--- config.mk ---
export PLATFORM = sky130hd
export DESIGN_NAME = sincos_cordic_core
export DESIGN_NICKNAME = d
export VERILOG_FILES = /design/src/rtl/sincos_pkg.sv /design/src/rtl/sincos_fix2flt.sv /design/src/rtl/sincos_cordic_core.sv
export SDC_FILE = /design/constraint.sdc
export NUM_CORES = 1
export LEC_CHECK = 0
export CORE_MARGIN = 5
export CORE_UTILIZATION = 55
export DETAILED_ROUTE_END_ITERATION = 8
export PLACE_DENSITY_LB_ADDON = 0.05
export SKIP_CTS_REPAIR_TIMING = 1
export SKIP_LAST_GASP = 1
export SLEW_MARGIN = 20
export SYNTH_ARGS = -nofsm -noshare
export SYNTH_HDL_FRONTEND = slang
export SYNTH_SLANG_ARGS = --single-unit
--- constraint.sdc ---
create_clock -name clk -period 19.3 [get_ports clk]
set_input_delay 1.93 -clock clk [delete_from_list [all_inputs] [get_ports clk]]
set_output_delay 1.93 -clock clk [all_outputs]
set_load 0.05 [all_outputs]
--- src/rtl/sincos_pkg.sv ---
// Shared constants and types for the iterative sin/cos CORDIC core.
// x/y use Q2.30 and the angle z uses Q3.29. All are held in 32-bit registers.
package sincos_pkg;

  localparam int unsigned XY_FW   = 32;
  localparam int unsigned XY_FRAC = 30;
  localparam int unsigned Z_FRAC  = 29;

  typedef enum logic [2:0] {StIdle, StLoad, StIter, StPack, StDone} state_e;

  localparam logic [31:0] CORDIC_K     = 32'h26DD3B6A;  // 0.6072529, Q2.30
  localparam logic [31:0] PI_Q329      = 32'h6487ED51;
  localparam logic [31:0] HALF_PI_Q329 = 32'h3243F6A9;

  // float32(pi/2) and float32(pi) both round above the true values. The range limits use
  // their exact Q3.29 images so that the float32 constants themselves stay in range.
  localparam logic [31:0] HALF_PI_F32_Q329 = 32'h3243F6C0;
  localparam logic [31:0] PI_F32_Q329      = 32'h6487ED80;

  // atan(2^-i) in Q3.29
  localparam logic [31:0] ATAN_TAB [30] = '{
    32'h1921FB54, 32'h0ED63382, 32'h07D6DD7E, 32'h03FAB753, 32'h01FF55BB, 32'h00FFEAAD,
    32'h007FFD55, 32'h003FFFAA, 32'h001FFFF5, 32'h000FFFFE, 32'h0007FFFF, 32'h0003FFFF,
    32'h0001FFFF, 32'h0000FFFF, 32'h00007FFF, 32'h00003FFF, 32'h00001FFF, 32'h00000FFF,
    32'h000007FF, 32'h000003FF, 32'h000001FF, 32'h000000FF, 32'h0000007F, 32'h0000003F,
    32'h0000001F, 32'h0000000F, 32'h00000007, 32'h00000004, 32'h00000002, 32'h00000001
  };

endpackage

--- src/rtl/sincos_fix2flt.sv ---
// Combinational Q2.30 signed fixed-point to float32 packer (mantissa truncated).
module sincos_fix2flt
  import sincos_pkg::*;
(
  input  logic signed [XY_FW-1:0] fix_i,
  output logic        [31:0]      flt_o
);

  logic        sgn;
  logic [31:0] mag;
  logic [31:0] norm;
  logic [4:0]  msb;

  // Sign/magnitude split, leading-one search, normalize and pack.
  always_comb begin
    sgn = fix_i[XY_FW-1];
    mag = sgn ? 32'(-fix_i) : 32'(fix_i);
    msb = '0;
    for (int i = 0; i < 32; i++) begin
      if (mag[i]) msb = 5'(i);
    end
    norm = mag << (5'd31 - msb);
    // Value is mag * 2^-30, so the biased exponent is msb - 30 + 127.
    if (mag == '0) flt_o = '0;
    else           flt_o = {sgn, 8'(msb) + 8'd97, norm[30:8]};
  end

  logic unused_norm;
  assign unused_norm = ^{norm[31], norm[7:0]};

endmodule

--- src/rtl/sincos_cordic_core.sv ---
// Iterative CORDIC sin/cos of a float32 angle, one micro-rotation per clock.
// Optional build macro: SINCOS_QUADRANT_FOLD_EN widens the range to |angle| <= pi by
// folding the angle into [-pi/2, pi/2] and negating cos.
module sincos_cordic_core
  import sincos_pkg::*;
#(
  parameter int unsigned ITER = 24,
  parameter int unsigned FW   = 32
) (
  input  logic        clk,
  input  logic        rst,
  input  logic        start,
  input  logic [31:0] in,
  output logic        busy,
  output logic        done,
  output logic [31:0] temp_sin,
  output logic [31:0] temp_cos,
  output logic        out_range
);

  localparam int unsigned CW = $clog2(ITER) + 1;

`ifdef SINCOS_QUADRANT_FOLD_EN
  localparam logic [31:0] RANGE_LIM = PI_F32_Q329;
`else
  localparam logic [31:0] RANGE_LIM = HALF_PI_F32_Q329;
`endif

  state_e                state_q, state_d;
  logic [CW-1:0]         cnt_q, cnt_d;
  logic [31:0]           ang_q, ang_d;
  logic signed [FW-1:0]  x_q, x_d, y_q, y_d, z_q, z_d;
  logic                  or_q, or_d;
  logic                  busy_q, done_q, orng_q;
  logic [31:0]           sin_q, cos_q;

  logic [7:0]            ang_exp;
  logic [31:0]           ang_man;
  logic [31:0]           ld_mag;
  logic signed [FW-1:0]  ld_z;
  logic                  ld_or;
  logic signed [FW-1:0]  x_sh, y_sh, x_it, y_it, z_it, atan_i;
  logic                  z_neg;
  logic [31:0]           sin_pk, cos_pk, cos_res;

  assign ang_exp = ang_q[30:23];
  assign ang_man = {8'h00, 1'b1, ang_q[22:0]};

`ifdef SINCOS_QUADRANT_FOLD_EN
  logic ld_cneg;
`endif

  // Float angle to Q3.29: {1,mant} scaled by 2^(exp-121), with range check and optional fold.
  always_comb begin
    ld_mag = '0;
    if (ang_exp >= 8'd121 && ang_exp <= 8'd128) begin
      ld_mag = ang_man << (ang_exp - 8'd121);
    end else if (ang_exp >= 8'd98 && ang_exp < 8'd121) begin
      ld_mag = ang_man >> (8'd121 - ang_exp);
    end
    // exp > 128 means |angle| >= 4, which never fits and is always out of range.
    ld_or = (ang_exp == 8'hFF) || (ang_exp > 8'd128) || (ld_mag > RANGE_LIM);
    ld_z  = ang_q[31] ? -ld_mag : ld_mag;
`ifdef SINCOS_QUADRANT_FOLD_EN
    ld_cneg = 1'b0;
    if (!ld_or && (ld_mag > HALF_PI_Q329)) begin
      ld_cneg = 1'b1;
      ld_z    = ang_q[31] ? (ld_mag - PI_Q329) : (PI_Q329 - ld_mag);
    end
`endif
  end

  // One micro-rotation: rotate towards z = 0 by atan(2^-i).
  assign x_sh   = x_q >>> cnt_q;
  assign y_sh   = y_q >>> cnt_q;
  assign atan_i = $signed(ATAN_TAB[cnt_q]);
  assign z_neg  = z_q[FW-1];
  assign x_it   = z_neg ? (x_q + y_sh)   : (x_q - y_sh);
  assign y_it   = z_neg ? (y_q - x_sh)   : (y_q + x_sh);
  assign z_it   = z_neg ? (z_q + atan_i) : (z_q - atan_i);

  // Next-state and datapath update for the IDLE-LOAD-ITER-PACK-DONE sequence.
  always_comb begin
    state_d = state_q;
    cnt_d   = cnt_q;
    ang_d   = ang_q;
    x_d     = x_q;
    y_d     = y_q;
    z_d     = z_q;
    or_d    = or_q;
    case (state_q)
      StIdle: begin
        if (start && !busy_q) begin
          ang_d   = in;
          state_d = StLoad;
        end
      end
      StLoad: begin
        x_d     = CORDIC_K;
        y_d     = '0;
        z_d     = ld_z;
        or_d    = ld_or;
        cnt_d   = '0;
        state_d = StIter;
      end
      StIter: begin
        x_d = x_it;
        y_d = y_it;
        z_d = z_it;
        if (cnt_q == CW'(ITER - 1)) state_d = StPack;
        else                        cnt_d   = cnt_q + 1'b1;
      end
      StPack:  state_d = StDone;
      StDone:  state_d = StIdle;
      default: state_d = StIdle;
    endcase
  end

  sincos_fix2flt u_pack_sin (.fix_i(y_q), .flt_o(sin_pk));
  sincos_fix2flt u_pack_cos (.fix_i(x_q), .flt_o(cos_pk));

`ifdef SINCOS_QUADRANT_FOLD_EN
  logic cneg_q;
  // Remember whether the angle was folded so PACK can negate cos.
  always_ff @(posedge clk) begin
    if (rst)                    cneg_q <= 1'b0;
    else if (state_q == StLoad) cneg_q <= ld_cneg;
  end
  assign cos_res = cneg_q ? {~cos_pk[31], cos_pk[30:0]} : cos_pk;
`else
  assign cos_res = cos_pk;
`endif

  // State, datapath and output registers; busy/done lag the state by one cycle.
  always_ff @(posedge clk) begin
    if (rst) begin
      state_q <= StIdle;
      cnt_q   <= '0;
      ang_q   <= '0;
      x_q     <= '0;
      y_q     <= '0;
      z_q     <= '0;
      or_q    <= 1'b0;
      busy_q  <= 1'b0;
      done_q  <= 1'b0;
      orng_q  <= 1'b0;
      sin_q   <= '0;
      cos_q   <= '0;
    end else begin
      state_q <= state_d;
      cnt_q   <= cnt_d;
      ang_q   <= ang_d;
      x_q     <= x_d;
      y_q     <= y_d;
      z_q     <= z_d;
      or_q    <= or_d;
      busy_q  <= (state_q != StIdle);
      done_q  <= (state_q == StDone);
      if (state_q == StPack) begin
        orng_q <= or_q;
        sin_q  <= or_q ? 32'h7FFFFFFF : sin_pk;
        cos_q  <= or_q ? 32'h7FFFFFFF : cos_res;
      end
    end
  end

  assign busy      = busy_q;
  assign done      = done_q;
  assign temp_sin  = sin_q;
  assign temp_cos  = cos_q;
  assign out_range = orng_q;

endmodule

==> impl_metrics.tcl, run 1 <==
set metrics [dict create \
    final_min_period_over_clock_period_pct 39.8 \
    power.density_nw_per_um2 195 \
    cells_taking_the_most_area_after_synthesis "sky130_fd_sc_hd__dfxtp_1 14%, sky130_fd_sc_hd__mux4_2 9.8%, sky130_fd_sc_hd__xnor2_1 5.5%" \
    setup.worst_path.end_class "flip-flop" \
    max_freq_mhz 130 \
    htree_levels 1 \
    yosysWarningCount 0 \
    post_synth_inst_count 3913 \
    fp.dieArea_um2 57600 \
    std_cell_rows 84 \
    die_h_um 240 \
    finalSetupViolCount 0 \
    worst_setup_start_kind "flip-flop" \
    transition_time_of_the_tightest_slew_check_pin_ns 1.02 \
    n_fill_cell 4913 \
    synthesis.area_um2 29100 \
    pwr-share-comb_pct 80.9 \
    drive_gt1_share_pct 9.88 \
    routed_via_density 7.08 \
    finalSetupTns_ns 0 \
    drc 0 \
    synthDistinctLibCells 110 \
    post-synth-top-area-fraction_pct 14.1 \
    synth_fp_nets 4065 \
    portBuffers 101 \
    power.internal_mw 2.56 \
    leakagePower_nw 11.9 \
    timing.max_slew.rel_slack_pct 32.1 \
    clockBufferDepth 3 \
    antenna_left 0 \
    power.share.sequential_pct 9.8 \
    synth.top_cells.by_count "409 x sky130_fd_sc_hd__nand2_1, 364 x sky130_fd_sc_hd__nor2_1, 302 x sky130_fd_sc_hd__a21oi_1" \
    routed_wire_length_um 109000 \
    synth_top_area_cell "sky130_fd_sc_hd__dfxtp_1" \
    async_set_or_reset_flop_fraction_in_the_synthesized_netlist_pct 0 \
    floorplan.initialDensity_pct 55.4 \
    clock_latency_ns 0.60 \
    run_status "finished clean" \
    worstSetupPathType "flip-flop to flip-flop" \
    synth_seq_area_share_pct 14.1 \
    dpl.cell_count 4413 \
    syn_avg_cell_area_um2 7.43 \
    relative_area_change_from_synthesis_to_final_layout_pct 6.62 \
    worst_clock_skew_ns 0.0304 \
    holdCritPathClass "flip-flop to flip-flop" \
    clock_power_share_pct 9.3 \
    grt.total_usage_pct 36.0 \
    routedWlPerCell_um 24.4 \
    cp.required_ns 19.81 \
    synthMostInstantiatedCell "sky130_fd_sc_hd__nand2_1" \
    routed-via-count 31600 \
    design.core.area_um2 52400 \
    yosys_register_bits 205 \
    multi_input_logic_area_um2 23300 \
    grt-busiest-layer "met2" \
    synth_enable_flop_cells 0 \
    worst_ir_drop_vdd_uv 288 \
    numCtsBuffers 29 \
    report.final.slew_viol_count 0 \
    grt_setup_unrepaired "no" \
    cts_tree "done" \
    post-route-min-period_ns 7.68 \
    io-pin-count 102 \
    num_antenna_cells 0 \
    routabilityCongestion 0.999 \
    grt.overflow.total 0 \
    layout.cells.non_filler 4464 \
    met1_routing_resource_usage_after_global_routing_pct 46.3 \
    groute.layer.met2.usage_pct 59.9 \
    drv_cap 0 \
    whs_ns 0.492 \
    postPlaceCellArea_um2 30000 \
    placement.setup.worst_slack_ns 11.73 \
    non_filler_cell_area_final_um2 31000 \
    number_of_global_route_vias_before_repair 30200 \
    worst_ep_arrival_time_ns 8.19 \
    clk_transition_reported_paths_ns 0.06 \
    drt-initial-drc-count 3487 \
    place.detailed.hpwl_um 78600 \
    setup_slack_ns 11.62 \
    drt_pre_antenna_iters 9 \
    switching_share_pct 57.8 \
    finalPower_mw 6.06 \
    leading_register_cell_type_out_of_synthesis "sky130_fd_sc_hd__dfxtp_1" \
    power.switching_mw 3.50 \
    layout.area.seq_um2 4120 \
    cts_num_sinks 205 \
    antenna_found_initial 0 \
    cp_max_fo 53 \
    die-width_um 240 \
    grt_pass1_wl_um 170000 \
    finish.utilization_pct 59.1 \
    layout.nets 3908 \
    timing_hold_violations_final 0 \
    grt_max_degree 80 \
    met3_global_route_usage_pct 5.67 \
    clk_root_buffer_cell "sky130_fd_sc_hd__clkbuf_16" \
]
## final cells by class
cell class	instances	share of cell area, %
repair buffers	162	4.73
clock inverters	17	0.609
well taps	688	2.78
multi-input cells	3268	75.0
clock buffers	34	2.50
flip-flops and latches	205	13.3
inverters	90	1.09
## cells in the final DEF, fill, tap and decap left out, types with 53 or more instances in the layout
master and n:
sky130_fd_sc_hd__mux2i_1 132, sky130_fd_sc_hd__xnor2_1 181, sky130_fd_sc_hd__inv_1 80, sky130_fd_sc_hd__buf_4 62
sky130_fd_sc_hd__ha_1 114, sky130_fd_sc_hd__a21oi_1 302, sky130_fd_sc_hd__nand3_1 117, sky130_fd_sc_hd__clkdlybuf4s50_1 100
sky130_fd_sc_hd__o21ai_0 251, sky130_fd_sc_hd__dfxtp_1 198, sky130_fd_sc_hd__mux4_2 126, sky130_fd_sc_hd__nor2_1 361
sky130_fd_sc_hd__a31oi_1 70, sky130_fd_sc_hd__a211oi_1 53, sky130_fd_sc_hd__nand2_1 409, sky130_fd_sc_hd__nor3_1 99
sky130_fd_sc_hd__xor2_1 88
## power groups by stage
stage / clock, mW / sequential [mW] / combinational, mW
floorplan: 0 / 0.533 / 3.70
global placement: 0 / 0.595 / 4.67
detailed placement: 0 / 0.597 / 4.73
CTS: 0.569 / 0.589 / 4.76
global route: 0.589 / 0.599 / 5.26
finish: 0.560 / 0.596 / 4.90
## routing by layer
| layer | share of wire, % | vias to the layer above |
|---|---|---|
| met1 | 40 | 15100 |
| met4 | 5.6 | 0 |
| li1 | - | 14400 |
| met5 | 0 | - |
| met2 | 47 | 1711 |
| met3 | 8.3 | 383 |
## cells by family (layout without fill, tap and decap cells)
kind of cell,after synthesis,count (layout),share of synthesized area [%]
adder cells (fa/ha/maj),117,117,5.11
buffers and inverters,440,303,6.12
AO/OA/AOI/OAI,1246,1246,28.7
AND/OR/NAND/NOR,1329,1329,21.6
flip-flops,205,205,14.1
multiplexers,301,301,16.0
XOR/XNOR,275,275,8.39
## state kept, by name, summed over array words and instances, names as in the netlist
| register | count |
|---|---|
| ang_q | 32 |
| temp_cos | 32 |
| temp_sin | 32 |
| x_q | 32 |
| y_q | 32 |
| z_q | 32 |
| cnt_q | 6 |
| state_q | 3 |
| busy | 1 |
| done | 1 |
| or_q | 1 |
| out_range | 1 |
## critical path, stage by stage, from the launching register on
cell and delay [ns]:
sky130_fd_sc_hd__dfxtp_4 0.55, sky130_fd_sc_hd__buf_4 0.80, sky130_fd_sc_hd__mux4_2 0.70, sky130_fd_sc_hd__mux4_2 0.48, sky130_fd_sc_hd__mux2_2 0.30, sky130_fd_sc_hd__o21ai_1 0.22, sky130_fd_sc_hd__o2111ai_1 0.19, sky130_fd_sc_hd__nor3_1 0.43
sky130_fd_sc_hd__nand3b_1 0.22, sky130_fd_sc_hd__nor3_1 0.43, sky130_fd_sc_hd__a31oi_1 0.16, sky130_fd_sc_hd__xor2_1 0.18, sky130_fd_sc_hd__ha_1 0.35, sky130_fd_sc_hd__o21ai_0 0.11, sky130_fd_sc_hd__nand2b_1 0.10, sky130_fd_sc_hd__nand2_1 0.06
sky130_fd_sc_hd__o41ai_1 0.84, sky130_fd_sc_hd__a21oi_1 0.21, sky130_fd_sc_hd__and3_1 0.23, sky130_fd_sc_hd__o31ai_1 0.42, sky130_fd_sc_hd__a31oi_1 0.16, sky130_fd_sc_hd__xor2_1 0.17, sky130_fd_sc_hd__nand2_1 0.08, sky130_fd_sc_hd__a21oi_1 0.17
## worst paths after layout
kind,start,endpoint,depth (start not counted),slack (ns)
min reg2reg,z_q[6]$_SDFFE_PP0N_,z_q[6]$_SDFFE_PP0N_,2,0.49
max,cnt_q[0]$_SDFFE_PP0P_,y_q[31]$_SDFFE_PP0N_,23,11.62
max reg2reg,cnt_q[0]$_SDFFE_PP0P_,y_q[31]$_SDFFE_PP0N_,23,11.62
min,z_q[6]$_SDFFE_PP0N_,z_q[6]$_SDFFE_PP0N_,2,0.49
Power figures use the tool's default switching activity.
==> run 2: changes to the inputs <==
Clock period 19.3 ns to 6.7 ns, I/O delays scaled along.
==> impl_metrics.tcl, run 2 (synthesis gave the netlist of run 1 again) <==
set metrics [dict create \
    most-common-layout-cells "409 x sky130_fd_sc_hd__nand2_1, 360 x sky130_fd_sc_hd__nor2_1, 302 x sky130_fd_sc_hd__a21oi_1" \
    timing.critical_path.slowest_stage_cell "sky130_fd_sc_hd__mux4_2" \
    report.final.slew_viol_count 0 \
    non_filler_cell_area_final_um2 32000 \
    leakagePower_nw 12.5 \
    worst_clock_skew_ns 0.0147 \
    placement.setup.worst_slack_ns -0.197 \
    drv_cap 0 \
    finalPower_mw 17.7 \
    layout_commonest_cell "sky130_fd_sc_hd__nand2_1" \
    timing.max_slew.rel_slack_pct 22.3 \
    drc 0 \
    place.detailed.hpwl_um 81900 \
    cp.required_ns 7.19 \
    num_antenna_cells 0 \
    routed-via-count 32300 \
    critPathMaxStageDelay_ns 0.61 \
    timing_hold_violations_final 0 \
    routed_wire_length_um 111000 \
    finalSetupViolCount 0 \
    numCtsBuffers 26 \
    critPathBufInv 2 \
    antenna_left 0 \
    relative_area_change_from_synthesis_to_final_layout_pct 10.2 \
    postPlaceCellArea_um2 30900 \
    post-route-min-period_ns 6.43 \
    number_of_global_route_vias_before_repair 30600 \
    io-pin-count 102 \
    worst_setup_start_kind "flip-flop" \
    drt-initial-drc-count 3734 \
    design.core.area_um2 52400 \
    grt_max_degree 65 \
    clock_latency_ns 0.58 \
    die-width_um 240 \
    critical_path.cell_chain "buf_16 -> buf_4 -> mux4_2 -> mux2_2 -> o21ai_0 -> a21oi_1 -> nor3_1 -> nand2b_1 -> or4_1 -> nor2_1 -> nand2_1 -> a21oi_1 -> o221ai_1 -> ha_1 -> and4_1 -> o311ai_2 -> a21boi_1 -> o21ai_0 -> a311oi_2 -> a21oi_1 -> nor2_1 -> o21ai_0 -> a211o_1 -> a31oi_1" \
    clk_transition_reported_paths_ns 0.07 \
    setup.worst_path.end_class "flip-flop" \
    setup_slack_ns 0.268 \
    worst_ep_arrival_time_ns 6.92 \
    htree_levels 1 \
    layout.cells.non_filler 4580 \
    grt.total_usage_pct 36.6 \
    worstSetupPathType "flip-flop to flip-flop" \
    die_h_um 240 \
    routed_via_density 7.04 \
    clockBufferDepth 3 \
    routabilityCongestion 1.02 \
    fp.dieArea_um2 57600 \
    clk_root_buffer_cell "sky130_fd_sc_hd__clkbuf_16" \
    whs_ns 0.490 \
    grt_setup_unrepaired "yes" \
    path_delay_family "compound AO/OA/AOI/OAI gates" \
    portBuffers 101 \
    transition_time_of_the_tightest_slew_check_pin_ns 1.16 \
    max_freq_mhz 155 \
    drt_pre_antenna_iters 7 \
    run_status "finished clean" \
    final_min_period_over_clock_period_pct 96.0 \
    drive_gt1_share_pct 12.9 \
    cp_max_fo 14 \
    layout.nets 4026 \
    dpl.cell_count 4530 \
    worst_ir_drop_vdd_uv 504 \
    holdCritPathClass "flip-flop to flip-flop" \
    power.density_nw_per_um2 554 \
    antenna_found_initial 0 \
    cts_tree "done" \
    grt.overflow.total 0 \
    routedWlPerCell_um 24.3 \
    finalSetupTns_ns 0 \
    grt_pass1_wl_um 172000 \
    std_cell_rows 84 \
    floorplan.initialDensity_pct 55.4 \
    cts_num_sinks 205 \
    finish.utilization_pct 61.1 \
]
[run 2: cell types whose count changed in the layout (fill, tap and decap cells not counted), sizes merged]
cell,change
inv,-3
bufinv,+3
clkinv,-1
clkbuf,-3
clkinvlp,-1
buf,+121
[run 2: metal layers]
layer  vias to the layer above  part of all wire (%)  routed length [um]  track usage (%)
met5                         -                     0                   0                0
met4                         0                   4.4                4900             13.6
met3                       306                   8.3                9250             5.08
met2                      1743                    48               53800             63.2
met1                     15600                    39               43100             46.8
li1                      14600                     -                   -                -
[run 2: layout make-up]
type                       instances  area, um2
clock buffer                      31        709
clock inverter                    15        250
fill                            4778      20400
inverter                          90        338
multi-input combinational       3268      23300
sequential                       205       4120
tap                              688        861
timing repair buffer             283       2450
[run 2: path summary, 6_finish.rpt]
path,endpoint,start,slack (ns),cells past startpoint
worst min-delay path,z_q[6]$_SDFFE_PP0N_,z_q[6]$_SDFFE_PP0N_,0.49,2
worst min register to register,z_q[6]$_SDFFE_PP0N_,z_q[6]$_SDFFE_PP0N_,0.49,2
worst max-delay path,x_q[31]$_SDFFE_PP0N_,cnt_q[0]$_SDFFE_PP0P_,0.27,24
worst max register to register,x_q[31]$_SDFFE_PP0N_,cnt_q[0]$_SDFFE_PP0P_,0.27,24
[run 2: power breakdown]
part           internal (mW)  leakage (nW)  switching (mW)
Clock                  0.987         0.471           0.638
Combinational           5.32          10.4            9.22
Sequential              1.35          1.67           0.228
Total                   7.66          12.5            10.1
[run 2: worst reg2reg max path, cell delays in order (launching register included)]
cell and delay [ns]:
sky130_fd_sc_hd__dfxtp_4 0.51, sky130_fd_sc_hd__buf_16 0.21, sky130_fd_sc_hd__buf_4 0.25, sky130_fd_sc_hd__mux4_2 0.61
sky130_fd_sc_hd__mux2_2 0.32, sky130_fd_sc_hd__o21ai_0 0.28, sky130_fd_sc_hd__a21oi_1 0.15, sky130_fd_sc_hd__nor3_1 0.26
sky130_fd_sc_hd__nand2b_1 0.14, sky130_fd_sc_hd__or4_1 0.54, sky130_fd_sc_hd__nor2_1 0.21, sky130_fd_sc_hd__nand2_1 0.09
sky130_fd_sc_hd__a21oi_1 0.13, sky130_fd_sc_hd__o221ai_1 0.15, sky130_fd_sc_hd__ha_1 0.42, sky130_fd_sc_hd__and4_1 0.26
sky130_fd_sc_hd__o311ai_2 0.16, sky130_fd_sc_hd__a21boi_1 0.21, sky130_fd_sc_hd__o21ai_0 0.20, sky130_fd_sc_hd__a311oi_2 0.35
sky130_fd_sc_hd__a21oi_1 0.13, sky130_fd_sc_hd__nor2_1 0.12, sky130_fd_sc_hd__o21ai_0 0.14, sky130_fd_sc_hd__a211o_1 0.32
sky130_fd_sc_hd__a31oi_1 0.15
